[src/rtl/mult_dot_product_seq.sv]
// Purpose : sequences operand pairs into an external registered multiplier and sums LEN products into a dot product.
// Latency : last operand transfer in cycle t -> out_valid in cycle t+2+PIPE_LAT; one result per LEN+PIPE_LAT+2 cycles.
// Backpressure: in_ready drops after LEN pairs until the result is taken; out_valid/out_sum hold while out_ready is low.
// Ports   : clk/rst_n (async active-low); in_valid/in_ready/in_a/in_b operand stream;
//           mul_a/mul_b registered operands to the multiplier, mul_product back from it;
//           out_valid/out_ready/out_sum result stream; busy = vector in progress or result pending.
module mult_dot_product_seq #(
  parameter int WIDTH    = 4,
  parameter int PROD_W   = 2*WIDTH,
  parameter int LEN      = 4,
  parameter int PIPE_LAT = 2,
  parameter int ACC_W    = PROD_W + $clog2(LEN) + 1
) (
  input  logic              clk,
  input  logic              rst_n,
  input  logic              in_valid,
  output logic              in_ready,
  input  logic [WIDTH-1:0]  in_a,
  input  logic [WIDTH-1:0]  in_b,
  output logic [WIDTH-1:0]  mul_a,
  output logic [WIDTH-1:0]  mul_b,
  input  logic [PROD_W-1:0] mul_product,
  output logic              out_valid,
  input  logic              out_ready,
  output logic [ACC_W-1:0]  out_sum,
  output logic              busy
);

  localparam int CNT_W = $clog2(LEN + 1);
  localparam logic [CNT_W-1:0] LAST = CNT_W'(LEN - 1);

  typedef enum logic [1:0] {
    ISSUE = 2'd0,
    DRAIN = 2'd1,
    DONE  = 2'd2
  } state_t;

  state_t            state, state_next;
  logic [CNT_W-1:0]  issue_cnt;
  logic [CNT_W-1:0]  acc_cnt;
  logic [ACC_W-1:0]  acc;
  logic [ACC_W-1:0]  acc_sum;
  logic [PIPE_LAT:0] tag;
  logic [PIPE_LAT:0] tag_next;
  logic              fire_in;
  logic              fire_out;
  logic              prod_vld;
  logic              last_issue;
  logic              drain_done;

  assign fire_in    = in_valid && in_ready;
  assign fire_out   = out_valid && out_ready;
  // The oldest tag stage lines up with the product of the matching operand pair.
  assign prod_vld   = tag[PIPE_LAT];
  assign acc_sum    = acc + {{(ACC_W-PROD_W){1'b0}}, mul_product};
  assign last_issue = fire_in && (issue_cnt == LAST);
  // Final product and state change share one edge; out_sum takes acc_sum so that product is kept.
  assign drain_done = (state == DRAIN) && prod_vld && (acc_cnt == LAST);

  always_comb begin
    tag_next    = tag << 1;
    tag_next[0] = fire_in;
  end

  // State register
  always_ff @(posedge clk or negedge rst_n) begin
    if (!rst_n) begin
      state <= ISSUE;
    end else begin
      state <= state_next;
    end
  end

  // Next state and state-decoded outputs
  always_comb begin
    state_next = state;
    in_ready   = 1'b0;
    busy       = 1'b1;
    case (state)
      ISSUE: begin
        in_ready = 1'b1;
        busy     = (issue_cnt != '0);
        if (last_issue) state_next = DRAIN;
      end
      DRAIN: begin
        if (drain_done) state_next = DONE;
      end
      DONE: begin
        if (fire_out) state_next = ISSUE;
      end
      default: state_next = ISSUE;
    endcase
  end

  // Datapath: operand registers, tag pipe, accumulator, result register
  always_ff @(posedge clk or negedge rst_n) begin
    if (!rst_n) begin
      mul_a     <= '0;
      mul_b     <= '0;
      tag       <= '0;
      issue_cnt <= '0;
      acc_cnt   <= '0;
      acc       <= '0;
      out_valid <= 1'b0;
      out_sum   <= '0;
    end else begin
      tag <= tag_next;

      if (fire_in) begin
        mul_a     <= in_a;
        mul_b     <= in_b;
        issue_cnt <= issue_cnt + CNT_W'(1);
      end

      if (prod_vld) begin
        acc     <= acc_sum;
        acc_cnt <= acc_cnt + CNT_W'(1);
      end

      if (drain_done) begin
        out_sum   <= acc_sum;
        out_valid <= 1'b1;
      end

      // No products are in flight in DONE, so clearing here cannot drop one.
      if (state == DONE && fire_out) begin
        out_valid <= 1'b0;
        acc       <= '0;
        issue_cnt <= '0;
        acc_cnt   <= '0;
      end
    end
  end

endmodule

[config.mk]
export PLATFORM = sky130hd
export DESIGN_NAME = mult_dot_product_seq
export DESIGN_NICKNAME = d
export VERILOG_FILES = /design/src/rtl/mult_dot_product_seq.sv
export SDC_FILE = /design/constraint.sdc
export NUM_CORES = 1
export LEC_CHECK = 0
export ABC_CLOCK_PERIOD_IN_PS = 2800
export CAP_MARGIN = 20
export CORE_ASPECT_RATIO = 0.7
export CORE_MARGIN = 2
export CORE_UTILIZATION = 51
export DETAILED_ROUTE_END_ITERATION = 10
export PLACE_DENSITY = 0.78
export SLEW_MARGIN = 20
export SYNTH_ARGS = -nofsm -noshare
export SYNTH_HDL_FRONTEND = slang
export SYNTH_SLANG_ARGS = --single-unit
[constraint.sdc]
create_clock -name clk -period 2.8 [get_ports clk]
set_input_delay 0.56 -clock clk [delete_from_list [all_inputs] [get_ports clk]]
set_output_delay 0.56 -clock clk [all_outputs]
set_load 0.005 [all_outputs]
==> reports/summary.txt, run 1 <==
status: completed
Switching Share: 37.3%
kind of end point of the critical path: flip-flop
Row Count: 19
Die W: 82.0 um
# setup viols final: 0
cell count after synthesis: 226
min cycle time layout: 2.51 ns
placed cell count: 316
WP buf/inv: 2
critical path depth: 9
Post-synth EDFFs: 0
R2R depth: 8
Sequential Power Share: 37.0%
Syn Area/Cell: 9.61 um^2
CP Max Fanout: 3
Avg Vias per Cell: 5.34
vias in the first global route: 1,690
Initial Util: 54.4%
CTS tree: yes
post-route insts no fill: 324
max-slew violations: 0
CORE AREA: 3990 um^2
max-cap violations: 0
worst hold slack: 0.373 ns
fmax: 0.398 GHz
warning count from the yosys run: 0
Slew @ Worst Pin: 0.911 ns
multi-input logic area: 1040 um^2
Internal: 1840 uW
Data required, critical path: 3.04 ns
I/O Buffers: 41
Layout Skew: 0.00548 ns
cell area power density: 1070 nW/um^2
filler cell count: 309
area fraction of the dominant cell type after synthesis: 48.4%
total setup buffers inserted after CTS: 0
Worst Hold Depth: 0
Slowest cell on crit path: or4_1
final-report hold violation count: 0
router iterations before antenna repair: 4
cells along the critical path: clkdlybuf4s50_1 -> ha_1 -> inv_1 -> fa_1 -> nor2b_2 -> o2111ai_1 -> and3b_1 -> or4_1 -> nand3_1
Yosys reg bits: 42
GR Overflow Total: 0
Synth Cell Area: 2170 um^2
commonest non-fill, non-tap cell in the layout: nand2_1
total CTS buffers: 5
Die Ht: 58.6 um
sequential area share after synthesis: 48.4%
Syn Nets: 260
global-route wire length before repair: 7920 um
worst min-delay path category: flip-flop to flip-flop
clock sink total: 42
largest net degree at the start of global routing: 43
crit share post-route: 89.8%
worst vdd rail ir drop: 651 uV
layout cells sized above 1: 8.82%
Leakage: 0.00131 uW
Reg area: 1050 um^2
cell family with most CP delay: simple AND/OR/NAND/NOR gates
Area Overhead vs Synth: 26.2%
combinational power share: 48.8%
initial antenna violation count: 0
Wirelength per Cell: 14.5 um
via count: 1,730
DRT iter0 DRCs: 81
CP peak stage delay: 0.47 ns
DP HPWL: 3340 um
GP Congestion: 0.794
CTS Root Cell: clkbuf_8
H-tree levels: 2
power share of the clock group: 14.1%
Bufs on Longest Clock Path: 2
Net Switching: 1090 uW
Synth Flop Type: dfrtp_1
cts hold-fix bufs: 0
commonest non-fill, non-tap cells in the layout: nand2_1 (53), dfrtp_1 (42), clkdlybuf4s50_1 (40)
ANT cells: 0
CP Data Arrival Time: 2.75 ns
FFs w/ async S/R, synth: 100%
# DRC: 0
distinct cell type count of the synthesized netlist: 41
boundary pin count: 42
Reg clk slew, reported paths: 0.08 ns
relative slew slack: 39.2%
RSZ-0062 raised after global routing: false
# nets final: 305
worst skew pair latency: 0.30 ns
Total GRT Usage: 22.1%
Die ar.: 4800 um^2
Post-Route WL: 4690 um
remaining antenna violation count: 0
top cell type by total area after synthesis: dfrtp_1
startpoint types: input port
CTS resizes: 0
WS Path Type: input port to flip-flop
dominant cells by area after synthesis: dfrtp_1 (48%), nand2_1 (9.2%), ha_1 (7.5%), mux2i_1 (2.8%), nor2_1 (2.8%)
[path summary, 6_finish.rpt]
check	slack [ns]	start	end
setup / recovery	0.29	mul_product[0]	out_sum[8]
hold / removal	0.37	tag[1]	tag[2]
setup reg to reg	0.63	acc[0]	out_sum[8]
hold reg to reg	0.37	tag[1]	tag[2]
max in group asynchronous	1.85	rst_n	acc[8]
min in group asynchronous	0.39	rst_n	acc_cnt[0]
[area by class of cell]
type,count,area share [%]
clock buffer,6,3.01
clock inverter,2,0.457
inverter,11,1.51
multi-input combinational,164,37.9
sequential,42,38.4
tap,52,2.37
timing repair buffer,47,16.4
[metal layers]
metal | track usage, % | wire length (um)
met5 | 0 | 0
met4 | 8.57 | 58
met3 | 4.60 | 235
met2 | 31.5 | 1980
met1 | 33.1 | 2410
[flip-flops by register name (all words and copies together), names as in the netlist]
signal,count
acc,11
acc_cnt,3
issue_cnt,3
mul_a,4
mul_b,4
out_sum,11
out_valid,1
state,2
tag,3
[synth_stat cells (all sizes together) (4+ instances only)]
cell,count
ha,13
mux2i,6
inv,11
nand2b,5
nor2,16
xnor2,4
clkbuf,7
dfrtp,42
a21oi,8
xor2,4
o21ai,13
nand2,53
[worst reg2reg max path, cell delays in order, from the launching register on]
cell and delay, ns:
dfrtp_1 0.37, ha_1 0.18, inv_1 0.06, fa_1 0.42, nor2b_2 0.15, o2111ai_1 0.14
and3b_1 0.24, or4_1 0.47, nand3_1 0.09
[cells by family (layout without fill, tap and decap cells)]
logic type / Yosys count / in the layout / share of synthesized area, %
fa+ha+maj: 14 / 14 / 8.42
flops: 42 / 42 / 48.4
xor+xnor: 8 / 8 / 3.23
compound gates: 39 / 39 / 11.8
mux: 9 / 9 / 4.32
buf+inv: 20 / 66 / 3.80
simple gates: 94 / 94 / 20.0
[power by group through the flow]
| stage | Clock [uW] | Combinational, uW | Sequential [uW] |
|---|---|---|---|
| detailed placement | 0 | 1430 | 1090 |
| global route | 445 | 1610 | 1120 |
| global placement | 0 | 1390 | 1080 |
| floorplan | 0 | 877 | 1060 |
| finish | 414 | 1430 | 1090 |
| CTS | 420 | 1440 | 1080 |
[metrics by stage]
stage               util (%)  cell area (um^2)  setup slack, ns  setup TNS [ns]  total power (uW)
floorplan                  -              2170            0.484               0              1940
CTS                     68.6              2740            0.294               0              2940
global route            68.6              2740            0.213               0              3180
finish                  68.6              2740            0.286               0              2930
detailed placement      66.2              2650          -0.0298         -0.0298              2520
global placement        66.2              2650           0.0357               0              2470
Power figures use the tool's default switching activity.
==> inputs of run 2 (changes only) <==
- ABC_CLOCK_PERIOD_IN_PS: 2800 -> unset
- GPL_TIMING_DRIVEN: unset -> 0
- SKIP_CTS_REPAIR_TIMING: unset -> 1
==> reports/summary.txt, run 2 (synthesis gave the netlist of run 1 again) <==
largest registers: acc (11), out_sum (11)
clock sink total: 42
Die ar.: 4800 um^2
Row Count: 19
Slowest cell on crit path: clkdlybuf4s50_1
final-report hold violation count: 0
Leakage: 0.00131 uW
r2r setup slk: 0.53 ns
ANT cells: 0
# nets final: 310
H-tree levels: 2
cells along the critical path: clkdlybuf4s50_1 -> ha_1 -> inv_1 -> fa_2 -> nor2b_2 -> o2111ai_2 -> and3b_1 -> buf_6 -> or4_1 -> nand3_1
RSZ-0062 raised after global routing: false
cell area power density: 1080 nW/um^2
startpoint types: input port
power share of the clock group: 15.6%
# DRC: 0
R2R depth: 9
kind of end point of the critical path: flip-flop
min cycle time layout: 2.67 ns
total CTS buffers: 5
via count: 1,766
CTS tree: yes
Data required, critical path: 3.03 ns
combinational power share: 48.6%
layout cells sized above 1: 7.58%
GR Overflow Total: 0
CP Max Fanout: 4
GP Congestion: 0.863
Die Ht: 58.6 um
DRT iter0 DRCs: 149
remaining antenna violation count: 0
design area: 2780 um^2
Reg clk slew, reported paths: 0.08 ns
fmax: 0.374 GHz
global-route wire length before repair: 7780 um
Wirelength per Cell: 14.2 um
commonest non-fill, non-tap cell in the layout: nand2_1
DP HPWL: 3470 um
worst min-delay path category: input port to asynchronous set/reset pin
commonest non-fill, non-tap cells in the layout: nand2_1 (53), dfrtp_1 (42), clkdlybuf4s50_1 (40)
Initial Util: 54.4%
max-cap violations: 0
Slew @ Worst Pin: 0.722 ns
vias in the first global route: 1,648
# setup viols final: 0
Post-Route WL: 4670 um
filler cell count: 318
CP peak stage delay: 0.49 ns
crit share post-route: 95.4%
Avg Vias per Cell: 5.37
max-slew violations: 0
CTS Root Cell: clkbuf_8
initial antenna violation count: 0
router iterations before antenna repair: 4
WS Path Type: input port to flip-flop
Total GRT Usage: 21.4%
largest net degree at the start of global routing: 27
worst vdd rail ir drop: 638 uV
Die W: 82.0 um
status: completed
worst skew pair latency: 0.29 ns
Net Switching: 1080 uW
Sequential Power Share: 35.8%
boundary pin count: 42
relative slew slack: 51.7%
Final TNS setup: 0 ns
Bufs on Longest Clock Path: 2
CP Data Arrival Time: 2.90 ns
Internal: 1910 uW
CORE AREA: 3990 um^2
Layout Skew: 0.00288 ns
placed instance area: 2660 um^2
Area Overhead vs Synth: 28.2%
I/O Buffers: 41
Switching Share: 36.2%
run 2: changes by cell type in the layout (fill, tap and decap cells not counted), sizes merged:
cell	change
bufinv	+1
buf	-2
clkinvlp	-1
clkbuf	+8
clkinv	-1
run 2: area by class of cell:
| cell class | instances | area (um^2) | share of cell area, % |
|---|---|---|---|
| flip-flops and latches | 42 | 1050 | 37.8 |
| multi-input cells | 164 | 1050 | 37.6 |
| repair buffers | 43 | 433 | 15.6 |
| clock buffers | 7 | 76.3 | 2.74 |
| well taps | 52 | 65.1 | 2.34 |
| plain buffers | 9 | 41.3 | 1.48 |
| inverters | 11 | 41.3 | 1.48 |
| clock inverters | 1 | 30.0 | 1.08 |
run 2: power by group through the flow:
stage	clock network (uW)	registers [uW]	logic [uW]
after floorplan	0	1060	877
final	468	1070	1460
after CTS	475	1070	1440
after global routing	501	1110	1640
after global placement	0	1070	1390
after detailed placement	0	1080	1430
run 2: worst paths after layout:
check	from	end
max	mul_product[0]	out_sum[8]
min	rst_n	acc[6]
max reg2reg	acc[0]	out_sum[8]
min reg2reg	tag[1]	tag[2]
max in group asynchronous	rst_n	issue_cnt[0]
min in group clk	tag[1]	tag[2]
run 2: worst max-delay path, delay by kind of cell:
family | cells | cell delay (ns)
compound gates | 1 | 0.14
fa+ha+maj | 2 | 0.55
buf+inv | 3 | 0.68
simple gates | 4 | 0.95
run 2: metrics by stage:
| stage | std cells | setup slack (ns) | utilization (%) | hold WS, ns | power (uW) |
|---|---|---|---|---|---|
| 5_1_grt | 329 | 0.0377 | 69.7 | 0.224 | 3250 |
| 4_1_cts | 328 | 0.0924 | 69.3 | 0.196 | 2990 |
| 2_1_floorplan | 226 | 0.484 | - | 0.264 | 1940 |
| 3_3_place_gp | 319 | -0.167 | 66.3 | 0.333 | 2460 |
| 3_5_place_dp | 320 | -0.203 | 66.6 | 0.336 | 2520 |
| 6_report | 329 | 0.130 | 69.7 | 0.188 | 3000 |
run 2: routing by layer:
| metal | vias to the layer above | track usage (%) | part of all wire [%] |
|---|---|---|---|
| met1 | 846 | 31.4 | 50 |
| met4 | 0 | 5.48 | 0.81 |
| met3 | 5 | 4.45 | 5.0 |
| li1 | 873 | - | - |
| met2 | 42 | 32.9 | 44 |
| met5 | - | 0 | 0 |
